File: src/rtl/spu_pkg.sv
// Constants and types shared by the SPU fetch and decode stages.
package spu_pkg;

  localparam int INST_WIDTH = 32;
  localparam logic [INST_WIDTH-1:0] NOP_INST = 32'hFFFF_FFFF;
  localparam logic [2*INST_WIDTH-1:0] EMPTY_PAIR = {NOP_INST, NOP_INST};

  typedef logic [2*INST_WIDTH-1:0] inst_pair_t;

  // Event counters stick at all-ones instead of wrapping.
  function automatic logic [31:0] sat_inc(input logic [31:0] v);
    return (v == 32'hFFFF_FFFF) ? v : v + 32'd1;
  endfunction

endpackage

File: src/rtl/inst_fetch_if.sv
// Fetch-stage bus: decode handshake, redirect, local-store port, output pair.
// Perf counter outputs exist only when INST_FETCH_PERF_EN is defined.
interface inst_fetch_if
  import spu_pkg::*;
#(
  parameter int pcWidth   = 11,
  parameter int instWidth = INST_WIDTH
);
  logic                     stallIn;
  logic                     branchTaken;
  logic [pcWidth:0]         branchTarget;
  logic                     memReq;
  logic [pcWidth-1:0]       memAddr;
  logic [2*instWidth-1:0]   memData;
  logic [2*instWidth-1:0]   instOut;
  logic                     instValid;
`ifdef INST_FETCH_PERF_EN
  logic [31:0]              perfPairs;
  logic [31:0]              perfStalls;
  logic [31:0]              perfRedirects;
`endif

  modport master (
    input  stallIn, branchTaken, branchTarget, memData,
    output memReq, memAddr, instOut, instValid
`ifdef INST_FETCH_PERF_EN
    , output perfPairs, perfStalls, perfRedirects
`endif
  );

  modport slave (
    output stallIn, branchTaken, branchTarget, memData,
    input  memReq, memAddr, instOut, instValid
`ifdef INST_FETCH_PERF_EN
    , input perfPairs, perfStalls, perfRedirects
`endif
  );
endinterface

File: src/rtl/fetch_queue.sv
// Small power-of-two FIFO holding prefetched instruction pairs; flush beats push/pop.
module fetch_queue #(
  parameter int  DEPTH = 4,
  parameter int  WIDTH = 64,
  localparam int AW    = $clog2(DEPTH),
  localparam int CW    = AW + 1
) (
  input  logic             clk,
  input  logic             reset,
  input  logic             flush_i,
  input  logic             push_i,
  input  logic [WIDTH-1:0] push_data_i,
  input  logic             pop_i,
  output logic [CW-1:0]    count_o,
  output logic [WIDTH-1:0] head_o
);
  logic [WIDTH-1:0] mem_q [DEPTH];
  logic [AW-1:0]    wr_ptr_q, rd_ptr_q;
  logic [CW-1:0]    count_q;
  logic             do_push, do_pop;

  assign do_pop  = pop_i && (count_q != '0);
  assign do_push = push_i && ((count_q != CW'(DEPTH)) || do_pop);

  always_ff @(posedge clk) begin
    if (!reset || flush_i) begin
      wr_ptr_q <= '0;
      rd_ptr_q <= '0;
      count_q  <= '0;
    end else begin
      if (do_push) begin
        mem_q[wr_ptr_q] <= push_data_i;
        wr_ptr_q        <= wr_ptr_q + AW'(1);
      end
      if (do_pop) rd_ptr_q <= rd_ptr_q + AW'(1);
      count_q <= count_q + CW'(do_push) - CW'(do_pop);
    end
  end

  assign count_o = count_q;
  assign head_o  = mem_q[rd_ptr_q];
endmodule

File: src/rtl/inst_fetch.sv
// SPU instruction fetch: pair-aligned PC, 2-deep memory pipeline, prefetch queue.
// Define INST_FETCH_PERF_EN to add saturating pop/stall/redirect counters.
module inst_fetch
  import spu_pkg::*;
#(
  parameter int pcWidth   = 11,
  parameter int depth     = 4,
  parameter int instWidth = INST_WIDTH
) (
  input logic          clk,
  input logic          reset,
  inst_fetch_if.master bus
);
  localparam int CntW = $clog2(depth) + 1;
  typedef logic [2*instWidth-1:0] pair_t;

  logic [pcWidth-1:0] pc_q, pc_d;
  logic               mem_req_q, mem_req_d;
  logic [pcWidth-1:0] mem_addr_q, mem_addr_d;
  logic               resp_q, resp_d;
  logic               odd_q, odd_d;
  pair_t              inst_q, inst_d;
  logic               valid_q, valid_d;

  logic [CntW-1:0]    q_count;
  pair_t              q_head, push_data;
  logic               push, pop;
  logic [1:0]         in_flight;
  logic               can_issue;

  fetch_queue #(.DEPTH(depth), .WIDTH(2*instWidth)) u_queue (
    .clk        (clk),
    .reset      (reset),
    .flush_i    (bus.branchTaken),
    .push_i     (push),
    .push_data_i(push_data),
    .pop_i      (pop),
    .count_o    (q_count),
    .head_o     (q_head)
  );

  always_comb begin
    // resp_q marks a response whose data must be sampled at the coming edge.
    in_flight  = 2'(mem_req_q) + 2'(resp_q);
    can_issue  = (int'(q_count) + int'(in_flight)) < depth;
    push       = resp_q && !bus.branchTaken;
    push_data  = bus.memData;
    if (odd_q) push_data[instWidth-1:0] = '1;
    pop        = 1'b0;
    pc_d       = pc_q;
    mem_req_d  = 1'b0;
    mem_addr_d = mem_addr_q;
    resp_d     = mem_req_q && !bus.branchTaken;
    odd_d      = odd_q && !push;
    inst_d     = inst_q;
    valid_d    = valid_q;

    if (bus.branchTaken) begin
      pc_d    = bus.branchTarget[pcWidth:1];
      odd_d   = bus.branchTarget[0];
      inst_d  = '1;
      valid_d = 1'b0;
    end else begin
      if (can_issue) begin
        mem_req_d  = 1'b1;
        mem_addr_d = pc_q;
        pc_d       = pc_q + pcWidth'(1);
      end
      if (!bus.stallIn) begin
        if (q_count != '0) begin
          inst_d  = q_head;
          valid_d = 1'b1;
          pop     = 1'b1;
        end else begin
          inst_d  = '1;
          valid_d = 1'b0;
        end
      end
    end
  end

  always_ff @(posedge clk) begin
    if (!reset) begin
      pc_q       <= '0;
      mem_req_q  <= 1'b0;
      mem_addr_q <= '0;
      resp_q     <= 1'b0;
      odd_q      <= 1'b0;
      inst_q     <= '1;
      valid_q    <= 1'b0;
    end else begin
      pc_q       <= pc_d;
      mem_req_q  <= mem_req_d;
      mem_addr_q <= mem_addr_d;
      resp_q     <= resp_d;
      odd_q      <= odd_d;
      inst_q     <= inst_d;
      valid_q    <= valid_d;
    end
  end

  assign bus.memReq    = mem_req_q;
  assign bus.memAddr   = mem_addr_q;
  assign bus.instOut   = inst_q;
  assign bus.instValid = valid_q;

`ifdef INST_FETCH_PERF_EN
  logic [31:0] perf_pairs_q, perf_stalls_q, perf_redirects_q;

  always_ff @(posedge clk) begin
    if (!reset) begin
      perf_pairs_q     <= '0;
      perf_stalls_q    <= '0;
      perf_redirects_q <= '0;
    end else begin
      if (pop)             perf_pairs_q     <= sat_inc(perf_pairs_q);
      if (bus.stallIn)     perf_stalls_q    <= sat_inc(perf_stalls_q);
      if (bus.branchTaken) perf_redirects_q <= sat_inc(perf_redirects_q);
    end
  end

  assign bus.perfPairs     = perf_pairs_q;
  assign bus.perfStalls    = perf_stalls_q;
  assign bus.perfRedirects = perf_redirects_q;
`endif
endmodule
File: src/flat_wrapper.sv
// flat-port wrapper written by rule: the top's interface ports become plain ports
module inst_fetch_flat import spu_pkg::*;
#(
  parameter int pcWidth   = 11,
  parameter int depth     = 4,
  parameter int instWidth = INST_WIDTH
)
  (clk, reset, bus_stallIn, bus_branchTaken, bus_branchTarget, bus_memData, bus_memReq, bus_memAddr, bus_instOut, bus_instValid);
  inst_fetch_if #(.pcWidth(pcWidth), .instWidth(instWidth)) bus_i ();
  input logic clk;
  input logic reset;
  input wire logic [$bits(bus_i.stallIn)-1:0] bus_stallIn;
  input wire logic [$bits(bus_i.branchTaken)-1:0] bus_branchTaken;
  input wire logic [$bits(bus_i.branchTarget)-1:0] bus_branchTarget;
  input wire logic [$bits(bus_i.memData)-1:0] bus_memData;
  output wire logic [$bits(bus_i.memReq)-1:0] bus_memReq;
  output wire logic [$bits(bus_i.memAddr)-1:0] bus_memAddr;
  output wire logic [$bits(bus_i.instOut)-1:0] bus_instOut;
  output wire logic [$bits(bus_i.instValid)-1:0] bus_instValid;
  assign bus_i.stallIn = bus_stallIn;
  assign bus_i.branchTaken = bus_branchTaken;
  assign bus_i.branchTarget = bus_branchTarget;
  assign bus_i.memData = bus_memData;
  assign bus_memReq = bus_i.memReq;
  assign bus_memAddr = bus_i.memAddr;
  assign bus_instOut = bus_i.instOut;
  assign bus_instValid = bus_i.instValid;
  inst_fetch #(.pcWidth(pcWidth), .depth(depth), .instWidth(instWidth)) u_core (.clk(clk), .reset(reset), .bus(bus_i));
endmodule
File: config.mk
export PLATFORM = sky130hd
export DESIGN_NAME = inst_fetch_flat
export DESIGN_NICKNAME = d
export VERILOG_FILES = /design/src/rtl/spu_pkg.sv /design/src/rtl/inst_fetch_if.sv /design/src/rtl/fetch_queue.sv /design/src/rtl/inst_fetch.sv /design/src/flat_wrapper.sv
export SDC_FILE = /design/constraint.sdc
export NUM_CORES = 1
export LEC_CHECK = 0
export CAP_MARGIN = 0
export CORE_ASPECT_RATIO = 0.8
export CORE_MARGIN = 2
export CORE_UTILIZATION = 40
export CTS_BUF_LIST = sky130_fd_sc_hd__clkbuf_8
export CTS_CLUSTER_SIZE = 40
export DETAILED_ROUTE_END_ITERATION = 16
export GPL_TIMING_DRIVEN = 1
export HOLD_SLACK_MARGIN = 0.12
export PLACE_DENSITY = 0.62
export SETUP_SLACK_MARGIN = 0.02
export SLEW_MARGIN = 20
export SYNTH_ARGS = -nofsm -noshare
export SYNTH_HDL_FRONTEND = slang
export SYNTH_HIERARCHICAL = 1
export SYNTH_SLANG_ARGS = --single-unit
File: constraint.sdc
create_clock -name clk -period 8.6 [get_ports clk]
set_input_delay 2.15 -clock clk [delete_from_list [all_inputs] [get_ports clk]]
set_output_delay 2.15 -clock clk [all_outputs]
set_load 0.02 [all_outputs]
# Yosys cells after proc, flatten, opt, wreduce, memory -nomap -nowiden
# Memory sizes are Yosys's and may differ from the RTL's. A register that Yosys moved wholly into a read port is not among the register bits.
# Cells that the tools add are included.
[totals] reg_bits=97 ram_bits=256 input_bits=80 out_inout_bits=77 elab_cells=50 n_memories=1
[mem_list] memory="u_core.u_queue.mem_q" depth=4 width=64 rd=1 rd_ports_with_merged_regs=1 wr=1 line_no="fetch_queue.sv:17" rtl="logic [WIDTH-1:0] mem_q [DEPTH];"
[op_classes] addsub=7 n_lt_le_gt_ge=1 n_eq_ne=1 muxes=14 n_bitwise=2 n_reduce_logical=14
[ops] cell="2-to-1 mux 64 bit" count=1
[ops] cell="< comparator 32 x 4 -> 1 bit, second input constant" count=1
[ops] cell="2-to-1 mux 32 bit" count=1
[ops] cell="2-to-1 mux 11 bit" count=2
[ops] cell="adder 11 x 1 -> 11 bit, second input constant" count=1
[ops] cell="2-to-1 mux 1 bit" count=8
[ops] cell="logical AND 1 bit" count=5
[ops] cell="adder 2 x 1 -> 2 bit, second input constant" count=2
[ops] cell="adder 3 x 2 -> 4 bit" count=1
[ops] cell="2-to-1 mux 2 bit" count=2
[ops] cell="adder 3 x 1 -> 3 bit" count=1
[ops] cell="logical NOT 1 bit" count=3
[ops] cell="inequality test 3 bit, second input constant" count=1
[ops] cell="nonzero test 3 bit" count=1
[ops] cell="subtractor 3 x 1 -> 3 bit" count=1
[ops] cell="adder 1 x 1 -> 2 bit" count=1
[ops] cell="logical OR 1 bit" count=2
[ops] cell="NOT 1 bit" count=2
[ops] cell="AND reduction 2 bit" count=1
[ops] cell="nonzero test 2 bit" count=1
[ops] cell="OR reduction 2 bit" count=1

# Logic depth before layout (Yosys ltp)
[logic_depth] ltp_word=10 depth_mapped=16 ltp_nobuf=14

# Hierarchy
# Netlist, hierarchy kept.
[modules_own_cells] module="fetch_queue" instances=1 cells_each=381 area_per_inst_um2=9671.8 seq_area_each_um2=7867.5
[modules_own_cells] module="inst_fetch" instances=1 cells_each=379 area_per_inst_um2=3444.6 seq_area_each_um2=1801.7

# Worst setup path before layout
# OpenSTA, ideal clock, no wires.
[synth_path] path_kind="input to register" start="in bus_stallIn" end="reg u_core.u_queue.count_q[2] (netlist: u_core/u_queue/count_o[2])" setup_ps=78 t_arrival_ps=4682 t_required_ps=8522 setup_slack_ps=3840 cell_stages=16 path_buffers=2 cell_sequence="inv_1 > o31ai_1 > buf_2 > buf_2 > nor2_1 > or4b_4 > and2_4 > inv_1 > ha_1 > inv_1 > ha_1 > inv_1 > fa_1 > xor2_1 > and2_1 > nor3_1"
[synth_via] elab_chain_cells=7
[synth_lines] item="from (decl)" line_no="flat_wrapper.sv:12" rtl="input wire logic [$bits(bus_i.stallIn)-1:0] bus_stallIn;"
[synth_lines] item="2-to-1 mux 1 bit (*)" line_no="inst_fetch.sv:69" rtl="if (!bus.stallIn) begin"
[synth_lines] item="2-to-1 mux 1 bit (*)" line_no="inst_fetch.sv:58" rtl="if (bus.branchTaken) begin"
[synth_lines] item="named net u_core.pop" line_no="inst_fetch.sv:27" rtl="logic push, pop;"
[synth_lines] item="logical AND 1 bit (*)" line_no="fetch_queue.sv:22" rtl="assign do_pop = pop_i && (count_q != '0);"
[synth_lines] item="logical OR 1 bit" line_no="fetch_queue.sv:23" rtl="assign do_push = push_i && ((count_q != CW'(DEPTH)) || do_pop);"
[synth_lines] item="logical AND 1 bit" line_no="fetch_queue.sv:23"
[synth_lines] item="adder 3 x 1 -> 3 bit" line_no="fetch_queue.sv:36" rtl="count_q <= count_q + CW'(do_push) - CW'(do_pop);"
[synth_lines] item="subtractor 3 x 1 -> 3 bit (*)" line_no="fetch_queue.sv:36"
[synth_lines] item="to (signal assigned)" line_no="fetch_queue.sv:36"
[synth_lines] item="to (decl)" line_no="fetch_queue.sv:19" rtl="logic [CW-1:0] count_q;"
# The timed path passes the listed nets; every way through them passes the cells marked *.
# A chain may end at the register's enable or synchronous reset.

# Worst setup path in the final report
# Same ends and word-level chain as after synthesis.

==> reports/results.ini <==
[run_status]
status=finished clean

[clock_tree]
cts_tree=built
numCtsBuffers=55
cts_resized=0
cts_buffer_depth=3
htree_num_levels=2
post-cts-setup-buffer-count=0
cts_sinks=355
path_clk_slew_ps=60
clk_latency_ps=590
cts_hold_buf=0
cts_root_buf=clkbuf_8

[logic_synthesis]
synth_cell_types=48
synthesis.nets=849
syn_area_um2=13100
avgSynthCellArea_um2=17.3
synth_fa_ha_area_frac=0.00916
netlist_instances=760
ys_seq_area_frac=0.737
synth_warnings=6
synthFlopType=edfxtp_1
post_synth_xor_area_fraction=0.00534
synthMuxAreaShare=0.118
synth_top_family_by_area=multiplexers
async_reset_ff_frac=0
synth_edf_count=256
synth_compound_area_frac=0.0521
postSynthRegisterBits=355
synth-simple-area-share=0.0607

[global_route]
grt_use_total=0.163
first_global_vias=7261
met1_usage=0.231
grt_pass1_wl_um=42100
busiest_layer=met2
antenna_found_initial=2
grt_use_met2=0.250
grt_max_degree=68
grtUsageMet3=0.0332
grt-ovfl-total=0

[detailed_routing]
viasPerCell=5.09
wl_per_cell_um=19.6
drt_iter0_drc=468
num_vias=7168
remaining_drc_errors=0
drt-total-wl_um=27700
drtPass1Iterations=5
detail-route-antenna-nets=0

[layout]
n_fill_cell=2744
area_growth_pct=23.2
layout_commonest_cell=edfxtp_1
stdcell_count=1409
final_layout_size_suffix_gt1_frac=0.200
finish.utilization=0.499
nNetsFinal=1024
postLayoutCellArea_um2=16200
layout_common_cells=256 x edfxtp_1, 156 x clkdlybuf4s50_1, 97 x dfxtp_1, 71 x nand2_1

[worst_setup_path]
cp-endpoint=u_core/u_queue/count_o[2]
critical_path_class=primary input to register
cp_max_fo=65
r2r_cells=13
startpoint=bus_stallIn
rrSetupSlack_ps=5530
end_kind=register
r2r-start=u_core/u_queue/count_o[1]
rr_endpoint=u_core/u_queue/count_o[2]
cp.arrival_ps=5430
worstPathRequired_ps=9110
critPathLaunchType=primary input

[die]
core_area_um2=32400
dieArea_um2=34300
die_width_um=206
start_util=0.405
core.rowCount=59
dieHeight_um=166
ios=157

[sta]
rsz0062_at_grt=no
whs_ps=481
fmax_ghz=0.203
timing.final.hold_violations=0
worst_slack_ps=3680
worst_pin_slew_ps=1080
finalClockSkew_ps=18.9
slew_headroom=0.283
tns_ps=0
period_minus_slack_ps=4920
finalCritPeriodShare=0.572
setup_viol=0
drv_slew=0

[hold_path]
hp-class=register to register
holdPathStages=2

[job]
drv_cap=0

[place]
gp_congestion=0.739
dp_slack_ps=3090
postPlaceCellArea_um2=15100
port_buffers=156
placed_cells=1305
dpl.hpwl_um=15900

[pwr]
powerDensity_nw_per_um2=202
p_leak_nw=5.29
finalPower_mw=3.27
peakVddDrop_uv=98.9

-- power by group --
part	switching [mW]	total (mW)	internal [mW]	leakage [nW]
Clock	0.624	1.30	0.681	0.613
Combinational	0.0576	0.114	0.0560	1.57
Sequential	0.00739	1.85	1.84	3.10
-- cell families after synthesis --
group	count (synthesis)
flops	355
simple gates	155
compound gates	104
mux	75
buf+inv	54
fa+ha+maj	9
xor+xnor	8
-- cell type report --
type,instances,area (µm²),area share
Multi-Input combinational cell,351,3260,0.202
Tap cell,427,534,0.0331
Antenna cell,2,5.00,0.000310
Timing Repair Buffer,164,1620,0.100
Clock inverter,41,199,0.0123
Clock buffer,61,840,0.0519
Sequential cell,355,9680,0.599
Inverter,8,30.0,0.00186
-- critical path: stages --
cell             delay, ps
clkdlybuf4s50_1        450
inv_2                   60
buf_4                  630
o31ai_4                150
nor2_1                 190
or4b_4                 180
and2_4                 180
inv_1                   50
ha_1                   280
inv_1                   60
ha_1                   130
inv_1                   50
fa_1                   370
xor2_1                 160
and2_1                 190
nor3_1                 130
-- layer usage --
metal	up-vias	part of all wire
met3	52	0.046
li1	3335	-
met4	2	0.024
met2	186	0.47
met1	3593	0.46
met5	-	0.00033
-- flip-flops by register name, indices dropped and copies added (netlist names), 2 cells and up, named ones only --
signal / count
u_core/bus.instOut: 64
u_core/pc_q: 11
u_core/u_queue/count_o: 3
u_core/bus.memAddr: 11
u_core/u_queue/mem_q: 256
u_core/u_queue/rd_ptr_q: 2
u_core/u_queue/wr_ptr_q: 2
-- cells in the mapped netlist (3+ instances only) --
cell,count,area share
and2_1,4,0.0019
mux2i_1,11,0.0084
inv_1,8,0.0023
o22ai_1,64,0.031
nand2_1,71,0.020
and3_2,4,0.0023
a31oi_1,3,0.0014
dfxtp_1,99,0.15
buf_2,12,0.0046
xnor2_1,5,0.0033
edfxtp_1,256,0.59
a211oi_1,5,0.0029
mux4_2,64,0.11
o21ai_0,11,0.0042
nor2b_1,15,0.0072
ha_1,8,0.0076
nor2_1,7,0.0020
a21oi_1,7,0.0027
xor2_1,3,0.0020
buf_1,11,0.0031
nand3_1,4,0.0015
or2_2,32,0.015
clkbuf_1,20,0.0057
nor3_1,4,0.0015
-- worst min path at each step --
stage / endpoint / from
floorplan: u_core/pc_q[9] / u_core/pc_q[9]
global placement: u_core/bus.instOut[48] / u_core/bus.instOut[48]
detailed placement: u_core/bus.instOut[56] / u_core/bus.instOut[56]
CTS: u_core/bus.instOut[56] / u_core/bus.instOut[56]
global route: u_core/bus.instOut[16] / u_core/bus.instOut[16]
finish: u_core/bus.instOut[27] / u_core/bus.instOut[27]
(Power assumes the default switching activity.)
